$ cat config.mk
export PLATFORM = sky130hd
export DESIGN_NAME = microwave_timer_flat
export DESIGN_NICKNAME = d
export VERILOG_FILES = /design/src/rtl/microwave_pkg.sv /design/src/rtl/microwave_timer_if.sv /design/src/rtl/tick_divider.sv /design/src/rtl/microwave_timer.sv /design/src/flat_wrapper.sv
export SDC_FILE = /design/constraint.sdc
export NUM_CORES = 1
export LEC_CHECK = 0
export ABC_AREA = 1
export ABC_CLOCK_PERIOD_IN_PS = 3200
export CORE_ASPECT_RATIO = 1.1
export CORE_MARGIN = 5
export CORE_UTILIZATION = 30
export DETAILED_ROUTE_END_ITERATION = 8
export PLACE_DENSITY = 0.62
export SKIP_LAST_GASP = 1
export SYNTH_ARGS = -nofsm -noshare
export SYNTH_HDL_FRONTEND = slang
export SYNTH_SLANG_ARGS = --single-unit
$ cat constraint.sdc
create_clock -name clk -period 3.2 [get_ports clk]
set_input_delay 0.64 -clock clk [delete_from_list [all_inputs] [get_ports clk]]
set_output_delay 0.64 -clock clk [all_outputs]
set_load 0.03 [all_outputs]
$ cat src/rtl/microwave_pkg.sv
// microwave_timer shared types, defaults and duty helper.
// Optional add-time feature: MICROWAVE_ADD_TIME_EN.
package microwave_pkg;

    typedef enum logic [2:0] {
        IDLE,
        OPEN,
        COOK,
        PAUSE,
        BELL
    } state_t;

    localparam int TIME_W_DEF     = 8;
    localparam int TICK_DIV_DEF   = 16;
    localparam int PWR_LEVELS_DEF = 4;
    localparam int BELL_TICKS_DEF = 3;
    localparam int ADD_TICKS_DEF  = 30;

    // heater stays on while tick_cnt is below this
    function automatic int duty_thr(input int p, input int div, input int lv);
        return ((p + 1) * div) / lv;
    endfunction

endpackage

$ cat src/rtl/microwave_timer_if.sv
// Front-panel inputs and driver outputs of the microwave timer.
// master = panel side, slave = timer.
interface microwave_timer_if #(
    parameter int TIME_W = microwave_pkg::TIME_W_DEF,
    parameter int PWR_W  = 2
);
    logic              door;
    logic              start;
    logic              cancel;
    logic [TIME_W-1:0] time_in;
    logic [PWR_W-1:0]  power;
    logic              heat;
    logic              light;
    logic              bell;
    logic              busy;
    logic [TIME_W-1:0] remaining;

    modport master (
        output door, start, cancel, time_in, power,
        input  heat, light, bell, busy, remaining
    );

    modport slave (
        input  door, start, cancel, time_in, power,
        output heat, light, bell, busy, remaining
    );
endinterface

$ cat src/rtl/tick_divider.sv
// Tick prescaler: counts 0..DIV-1 while enabled, pulses tick on wrap.
// Clear wins over enable; disabled means hold.
module tick_divider #(
    parameter int DIV = 16,
    localparam int CW = (DIV > 1) ? $clog2(DIV) : 1
) (
    input  logic          clk,
    input  logic          nrst,
    input  logic          en,
    input  logic          clr,
    output logic [CW-1:0] cnt,
    output logic          tick
);
    logic wrap;

    assign wrap = (cnt == CW'(DIV - 1));
    assign tick = en && wrap;

    always_ff @(posedge clk or negedge nrst) begin
        if (!nrst) begin
            cnt <= '0;
        end else if (clr) begin
            cnt <= '0;
        end else if (en) begin
            cnt <= wrap ? '0 : cnt + CW'(1);
        end
    end
endmodule

$ cat src/rtl/microwave_timer.sv
// Microwave cook timer: countdown, duty-cycled heater, timed bell.
// Define MICROWAVE_ADD_TIME_EN to let start edges add time while cooking.
module microwave_timer
    import microwave_pkg::*;
#(
    parameter int TIME_W     = TIME_W_DEF,
    parameter int TICK_DIV   = TICK_DIV_DEF,
    parameter int PWR_LEVELS = PWR_LEVELS_DEF,
    parameter int BELL_TICKS = BELL_TICKS_DEF,
    parameter int ADD_TICKS  = ADD_TICKS_DEF
) (
    input logic              clk,
    input logic              nrst,
    microwave_timer_if.slave bus
);
    localparam int PW = $clog2(PWR_LEVELS);
    localparam int CW = $clog2(TICK_DIV);
    localparam int BW = $clog2(BELL_TICKS + 1);
    localparam logic [TIME_W:0] MAXV = {1'b0, {TIME_W{1'b1}}};

    state_t            state, state_n;
    logic [TIME_W-1:0] rem, rem_n, rem_add;
    logic [TIME_W:0]   sum;
    logic [PW-1:0]     pwr_q, pwr_n, pwr_in;
    logic [BW-1:0]     bell_cnt, bell_n;
    logic [CW-1:0]     tick_cnt;
    logic              tick, div_en, div_clr, add;

    tick_divider #(.DIV(TICK_DIV)) u_div (
        .clk  (clk),
        .nrst (nrst),
        .en   (div_en),
        .clr  (div_clr),
        .cnt  (tick_cnt),
        .tick (tick)
    );

    assign pwr_in = (int'(bus.power) >= PWR_LEVELS)
                  ? PW'(PWR_LEVELS - 1) : bus.power;

    assign sum     = {1'b0, rem} + (TIME_W + 1)'(ADD_TICKS);
    assign rem_add = (sum > MAXV) ? MAXV[TIME_W-1:0] : sum[TIME_W-1:0];

`ifdef MICROWAVE_ADD_TIME_EN
    logic start_q;

    always_ff @(posedge clk or negedge nrst) begin
        if (!nrst) start_q <= 1'b0;
        else       start_q <= bus.start;
    end

    assign add = bus.start && !start_q;
`else
    assign add = 1'b0;
`endif

    always_ff @(posedge clk or negedge nrst) begin
        if (!nrst) begin
            state    <= IDLE;
            rem      <= '0;
            pwr_q    <= '0;
            bell_cnt <= '0;
        end else begin
            state    <= state_n;
            rem      <= rem_n;
            pwr_q    <= pwr_n;
            bell_cnt <= bell_n;
        end
    end

    always_comb begin
        state_n = state;
        rem_n   = rem;
        pwr_n   = pwr_q;
        bell_n  = bell_cnt;
        div_en  = 1'b0;
        div_clr = 1'b0;
        unique case (state)
            IDLE: begin
                if (bus.door) begin
                    state_n = OPEN;
                end else if (bus.start && bus.time_in != '0) begin
                    state_n = COOK;
                    rem_n   = bus.time_in;
                    pwr_n   = pwr_in;
                    div_clr = 1'b1;
                end
            end
            OPEN: begin
                if (!bus.door) state_n = IDLE;
            end
            COOK: begin
                if (bus.door) begin
                    state_n = PAUSE;
                end else if (bus.cancel) begin
                    state_n = IDLE;
                    rem_n   = '0;
                end else begin
                    div_en = 1'b1;
                    // an add-time press outranks the tick it coincides with
                    if (add) begin
                        rem_n = rem_add;
                    end else if (tick) begin
                        if (rem > TIME_W'(1)) begin
                            rem_n = rem - TIME_W'(1);
                        end else begin
                            rem_n   = '0;
                            bell_n  = '0;
                            state_n = BELL;
                            div_clr = 1'b1;
                        end
                    end
                end
            end
            PAUSE: begin
                if (bus.door && bus.cancel) begin
                    state_n = OPEN;
                    rem_n   = '0;
                end else if (!bus.door) begin
                    state_n = COOK;
                end
            end
            BELL: begin
                if (bus.door) begin
                    state_n = OPEN;
                end else if (bus.cancel) begin
                    state_n = IDLE;
                end else begin
                    div_en = 1'b1;
                    if (tick) begin
                        if (bell_cnt == BW'(BELL_TICKS - 1)) state_n = IDLE;
                        else bell_n = bell_cnt + BW'(1);
                    end
                end
            end
            default: state_n = IDLE;
        endcase
    end

    assign bus.light     = (state == OPEN) || (state == COOK) || (state == PAUSE);
    assign bus.busy      = (state == COOK) || (state == PAUSE);
    assign bus.bell      = (state == BELL);
    assign bus.remaining = rem;
    assign bus.heat      = (state == COOK) &&
        (int'(tick_cnt) < duty_thr(int'(pwr_q), TICK_DIV, PWR_LEVELS));
endmodule

$ cat src/flat_wrapper.sv
// flat-port wrapper written by rule: the top's interface ports become plain ports
module microwave_timer_flat import microwave_pkg::*;
#(
    parameter int TIME_W     = TIME_W_DEF,
    parameter int TICK_DIV   = TICK_DIV_DEF,
    parameter int PWR_LEVELS = PWR_LEVELS_DEF,
    parameter int BELL_TICKS = BELL_TICKS_DEF,
    parameter int ADD_TICKS  = ADD_TICKS_DEF
)
  (clk, nrst, bus_door, bus_start, bus_cancel, bus_time_in, bus_power, bus_heat, bus_light, bus_bell, bus_busy, bus_remaining);
  microwave_timer_if #(.TIME_W(TIME_W), .PWR_W($clog2((4)))) bus_i ();
  input logic clk;
  input logic nrst;
  input wire logic [$bits(bus_i.door)-1:0] bus_door;
  input wire logic [$bits(bus_i.start)-1:0] bus_start;
  input wire logic [$bits(bus_i.cancel)-1:0] bus_cancel;
  input wire logic [$bits(bus_i.time_in)-1:0] bus_time_in;
  input wire logic [$bits(bus_i.power)-1:0] bus_power;
  output wire logic [$bits(bus_i.heat)-1:0] bus_heat;
  output wire logic [$bits(bus_i.light)-1:0] bus_light;
  output wire logic [$bits(bus_i.bell)-1:0] bus_bell;
  output wire logic [$bits(bus_i.busy)-1:0] bus_busy;
  output wire logic [$bits(bus_i.remaining)-1:0] bus_remaining;
  assign bus_i.door = bus_door;
  assign bus_i.start = bus_start;
  assign bus_i.cancel = bus_cancel;
  assign bus_i.time_in = bus_time_in;
  assign bus_i.power = bus_power;
  assign bus_heat = bus_i.heat;
  assign bus_light = bus_i.light;
  assign bus_bell = bus_i.bell;
  assign bus_busy = bus_i.busy;
  assign bus_remaining = bus_i.remaining;
  microwave_timer #(.TIME_W(TIME_W), .TICK_DIV(TICK_DIV), .PWR_LEVELS(PWR_LEVELS), .BELL_TICKS(BELL_TICKS), .ADD_TICKS(ADD_TICKS)) u_core (.clk(clk), .nrst(nrst), .bus(bus_i));
endmodule
Word level (Yosys, flattened, before mapping)
Index checks and enable logic that the tools add are counted.
{"block": "op_classes", "n_div": 0, "reduce_logical": 17, "muxes": 44, "shift": 0, "n_eq_ne": 25, "bitwise_logic": 1, "order_cmp": 2, "multipliers": 0, "add_sub_neg": 4}
{"cell": "$mux 8", "count": 7}
{"cell": "$mux 3", "count": 13}
{"cell": "$lt 5x30->1", "count": 1}
{"cell": "$pmux 8 s3", "count": 1}
{"cell": "$mux 2", "count": 8}
{"cell": "$ne 2x2->1 const B", "count": 8}
{"cell": "$pmux 3 s5", "count": 1}
{"cell": "$mux 4", "count": 3}
{"cell": "$ne 4x3->1 const B", "count": 3}
{"cell": "$mux 1", "count": 9}
{"cell": "$ne 3x2->1 const B", "count": 3}
{"cell": "$reduce_and 9->1", "count": 1}
{"cell": "$gt 8x1->1 const B", "count": 1}
{"cell": "$ne 2x1->1 const B", "count": 4}
{"cell": "$reduce_bool 8->1", "count": 1}
{"cell": "$sub 8x1->8 const B", "count": 1}
{"cell": "$reduce_and 7->1", "count": 1}
{"cell": "$eq 3x2->1 const B", "count": 2}
{"cell": "$reduce_and 6->1", "count": 1}
{"cell": "$add 4x1->4 const B", "count": 1}
{"cell": "$eq 4x4->1 const B", "count": 1}
{"cell": "$logic_and 1x1->1", "count": 4}
{"cell": "$ne 4x4->1 const B", "count": 1}
{"cell": "$pmux 2 s2", "count": 1}
{"cell": "13 further kinds", "count": 16}
{"block": "word_totals", "latch_bits": 0, "memories": 0, "mem_bits_rw": 0, "romBits": 0, "word_cells": 98, "register_bits": 19}

Logic depth before layout (Yosys ltp)
{"block": "depth", "ltp_word": 9, "ltp_mapped": 11}

Hierarchy
Synthesis repeated with hierarchy kept, for this count alone.
{"block": "unflattened", "hier_cells": 217, "hier_area_um2": 1465.2}
{"mod": "microwave_timer", "area_per_inst_um2": 1252.5, "cells_each": 192, "seq_area_each_um2": 375.4, "instances": 1}
{"mod": "tick_divider", "area_per_inst_um2": 212.7, "cells_each": 25, "seq_area_each_um2": 100.1, "instances": 1}

Least setup slack after synthesis
Ideal clock, no wire load.
{"block": "synth_timing", "path_type": "reg2out", "from": "reg u_core.pwr_q[0]", "to": "out bus_heat", "arrival_time_ps": 1536, "t_required_ps": 2560, "stages_incl_launch_ff": 8, "setup_slack_ps": 1024, "path_buffers": 0, "path_cell_list": "dfrtp_1 > ha_1 > inv_1 > ha_1 > o21a_1 > nor2_1 > nor2_1 > nor2_1"}
{"block": "synth_between", "elab_chain_len": 3}
{"element": "start, declared", "line_no": "microwave_timer.sv:24", "rtl": "logic [PW-1:0] pwr_q, pwr_n, pwr_in;"}
{"element": "start signal, assigned", "line_no": "microwave_timer.sv:66", "rtl": "pwr_q <= pwr_n;"}
{"element": "$add 2x1->3", "line_no": "microwave_pkg.sv:21", "rtl": "return ((p + 1) * div) / lv;"}
{"element": "$lt 5x30->1", "line_no": "microwave_timer.sv:145", "rtl": "(int'(tick_cnt) < duty_thr(int'(pwr_q), TICK_DIV, PWR_LEVELS));"}
{"element": "$logic_and 1x1->1", "line_no": "microwave_timer.sv:144", "rtl": "assign bus.heat = (state == COOK) &&"}
{"element": "end, declared", "line_no": "flat_wrapper.sv:19", "rtl": "output wire logic [$bits(bus_i.heat)-1:0] bus_heat;"}
Every way passes these cells.

Worst setup path in the final report
Same ends and word-level chain as after synthesis.

==> summary.txt <==
Clock tree
  • Maximum root-to-sink buffer count: 2
  • Root Buffer Master: clkbuf_8
  • Worst-Skew Late Latency: 0.25 ns
  • Total CTS buffers: 3
  • Post-cts repair resize count: 0
  • Post-CTS setup repair buffer count: 0
  • Clock-pin slew of the registers on the worst-case setup and hold paths: ~0.070 ns
  • CTS tree: built
  • # H-tree levels: 1
  • Hold buffer count at CTS: 0
  • Sink count of the clock tree: 19

Final layout
  • Final core utilization: 0.381
  • FF+latch area: 475 um^2
  • Filler instances: about 490
  • Proportion of layout cells with a drive suffix above 1: 0.113
  • Final nets: 243
  • Most common cell after layout, fill and taps aside: nand2_1
  • Area grow syn2layout: 25.5%
  • Fin cells: between 200 and 300
  • Area of the multi-input gates: 813 um^2
  • Final antenna diode count: 0
  • Most used cells in the layout excluding fill and tap cells: nand2_1 (49), clkdlybuf4s50_1 (26), nor2_1 (23)

Setup path
  • Worst R2R Path Depth: 8
  • Crit path buf inv count: 2
  • Cell Chain, Critical Path: ha_1, inv_1, ha_1, o21a_1, nor2_1, nor2_1, nor2_1, clkdlybuf4s50_1
  • Launching element type of the critical path: flop
  • Top cell by count, worst path: nor2_1
  • Arrival time at the worst endpoint: about 2.2 ns
  • Required time reported for the critical path endpoint: roughly 2.6 ns
  • Family with the most delay on the worst path: buffers and inverters
  • Crit-path max FO: 3
  • Worst reg2reg setup slack: approximately 1.3 ns
  • Startpoint-to-endpoint class of the critical path: flop to output pin
  • Element type at the critical path end: output pin
  • Biggest cell delay along the critical path: around 0.67 ns
  • Critical register-to-register path startpoint: u_core.bus.remaining[0]$_DFFE_PN0P_
  • Endpoint of the worst register-to-register path: u_core.bus.remaining[2]$_DFFE_PN0P_
  • Slowest cell on crit path: clkdlybuf4s50_1

STA
  • Count of endpoints failing setup in the final report: 0
  • Max-slew violation total from the final report: 0
  • Minimum clock period: between 2 and 3 ns
  • Setup repair after global routing missed its margin: no
  • Period Utilization, post-route: 0.881
  • Final setup TNS: 0 ns
  • Final hold viol count: 0
  • Highest clock rate: about 350 MHz
  • Clock skew after layout: 0.00530 ns
  • Max-slew headroom at the worst pin: 0.391
  • Worst-case setup margin in the final layout: 0.380 ns
  • Measured slew at the worst slew-check pin: about 0.9 ns

Outcome
  • Run status: complete, no violations

Flow run
  • Number of violations of the max-capacitance limit: 0

Hold path
  • Instance count along the most critical hold path: 2
  • Hold worst-path end: u_core.pwr_q[1]$_DFFE_PN0P_
  • Source of the worst hold timing path: u_core.pwr_q[1]$_DFFE_PN0P_
  • Hold Crit Class: flop to flop

Synth
  • Number of distinct library cell variants in the gate-level netlist after synthesis: 28
  • Area share of xor/xnor cells in the synthesized design: 0.0377
  • Synthesis-stage register bit count: 19
  • Net count after synthesis: 213
  • Fraction of the mapped netlist area in compound gates: 0.135
  • Mux contribution to synthesized area: 0
  • Syn Std Cell Area: 1390 um^2
  • Largest family of logic cells by synthesized area: simple AND/OR/NAND/NOR gates
  • Area fraction in and, or, nand and nor cells after synthesis: 0.358
  • Fraction of the mapped netlist area in adder cells: 0.0539
  • Post-synthesis area per instance: 7.25 um^2
  • Number of cells produced by synthesis: around 190
  • Warnings, synthesis: 0
  • Share of the yosys chip area belonging to registers: 0.341

Place
  • HPWL after detailed placement: between 2000 and 3000 um
  • Instance count after placement with tap cells included: 273
  • Placer Congestion: roughly 0.76
  • Port Buffer Count: 26
  • Placement Setup Slack: ~0.64 ns

Power and ir drop
  • Cell area power density: 875 nW/um^2
  • Worst IR drop on VDD: approximately 0.37 mV
  • Leak Pwr: between 0.8 and 0.9 nW
  • Total Power Consumption: approximately 0.0015 W

Route
  • Remaining number of nets flagged by the antenna check after routing: 0
  • Detailed-route wire length: about 3300 um
  • Routed via count: 1323
  • Detailed-route wire length per cell: roughly 12 um
  • Vias per std cell: 4.78
  • Remaining design rule violation count: 0
  • Iteration count of the initial detailed-routing pass: 4
  • DR iter-0 viols: 62

Floorplanning
  • Number of standard-cell rows in the floorplan: 26
  • Die span in x: between 70 and 80 um
  • Top-level port count: 27
  • Height of the die: around 80 um
  • Total Die Area: approximately 6100 um^2
  • Placeable core region: between 4000 and 5000 um^2
  • Initial standard-cell utilization of the core: 0.304

Global route
  • Number of global-route vias before repair: 1218
  • Largest net degree at the start of global routing: 20
  • First-pass GRT wire length: about 5700 um
  • All-Layer GR Usage: 0.119
  • Initial antenna violation count: 0
  • Total congestion overflow: 0
[routing by layer]
metal	track usage	wire, um
met1	0.158	1520
met5	0	0
met4	0.0320	13
met2	0.189	1510
met3	0.0343	232
[through the flow]
stage	instance area, um^2	hold WS (ns)
final	1750	0.512
after global routing	1750	0.556
after CTS	1750	0.523
after detailed placement	1700	0.505
after global placement	1700	0.474
after floorplan	1390	0.344
[synthesized netlist by cell type]
cell / instances / area, um^2
nand2_1: 49 / 184
nor2_1: 23 / 86.3
dfrtp_1: 19 / 475
inv_1: 18 / 67.6
nand3_1: 11 / 55.1
o21ai_0: 10 / 50.1
a21oi_1: 8 / 40.0
o21ai_1: 8 / 40.0
nand2_2: 7 / 43.8
ha_1: 6 / 75.1
xor2_1: 5 / 43.8
nand4_1: 4 / 25.0
nor2_2: 3 / 18.8
o21ai_2: 3 / 26.3
inv_2: 2 / 7.51
nand3_4: 2 / 35.0
nor3_1: 2 / 10.0
or2_2: 2 / 12.5
a211oi_1: 1 / 7.51
buf_12: 1 / 20.0
clkinv_4: 1 / 8.76
nand2_4: 1 / 11.3
nand3_2: 1 / 10.0
o211ai_1: 1 / 7.51
o21a_1: 1 / 7.51
o221ai_1: 1 / 8.76
or2_1: 1 / 6.26
xnor2_1: 1 / 8.76
[worst max-delay path by stage]
stage	startpoint	to	depth (start not counted)
after detailed placement	u_core.pwr_q[0]$_DFFE_PN0P_	bus_heat	8
after floorplan	u_core.pwr_q[0]$_DFFE_PN0P_	bus_heat	7
after global placement	u_core.pwr_q[0]$_DFFE_PN0P_	bus_heat	8
after global routing	u_core.pwr_q[0]$_DFFE_PN0P_	bus_heat	8
final	u_core.pwr_q[0]$_DFFE_PN0P_	bus_heat	8
after CTS	u_core.pwr_q[0]$_DFFE_PN0P_	bus_heat	8
[cells by family after synthesis]
logic type               count (synthesis)
AND/OR/NAND/NOR                        106
AO/OA/AOI/OAI                           33
buffers and inverters                   22
flip-flops                              19
XOR/XNOR                                 6
adder cells (fa/ha/maj)                  6
[registers in the layout, summed over array words and instances, names as in the netlist]
register / flops
u_core.u_div.cnt: 4
u_core.pwr_q: 2
u_core.bus.remaining: 8
u_core.bell_cnt: 2
u_core.state: 3
[report_power, final]
group / total [W] / switching, W / leakage, nW / internal (W)
combinational: 0.000940 / 0.000583 / 0.533 / 0.000358
sequential: 0.000420 / 0.0000903 / 0.247 / 0.000329
clock: 0.000169 / 0.0000809 / 0.0228 / 0.0000884
[tightest hold or removal path: stages, from the launching register on]
cell,delay (ns)
dfrtp_1,0.34
o21ai_0,0.08
nand2_1,0.06
[final cells by class]
cell class | count | share of cell area
multi-input cells | 151 | 0.465
flip-flops and latches | 19 | 0.272
repair buffers | 26 | 0.149
inverters | 21 | 0.0480
well taps | 56 | 0.0401
clock buffers | 4 | 0.0258
Power figures use the tool's default switching activity.
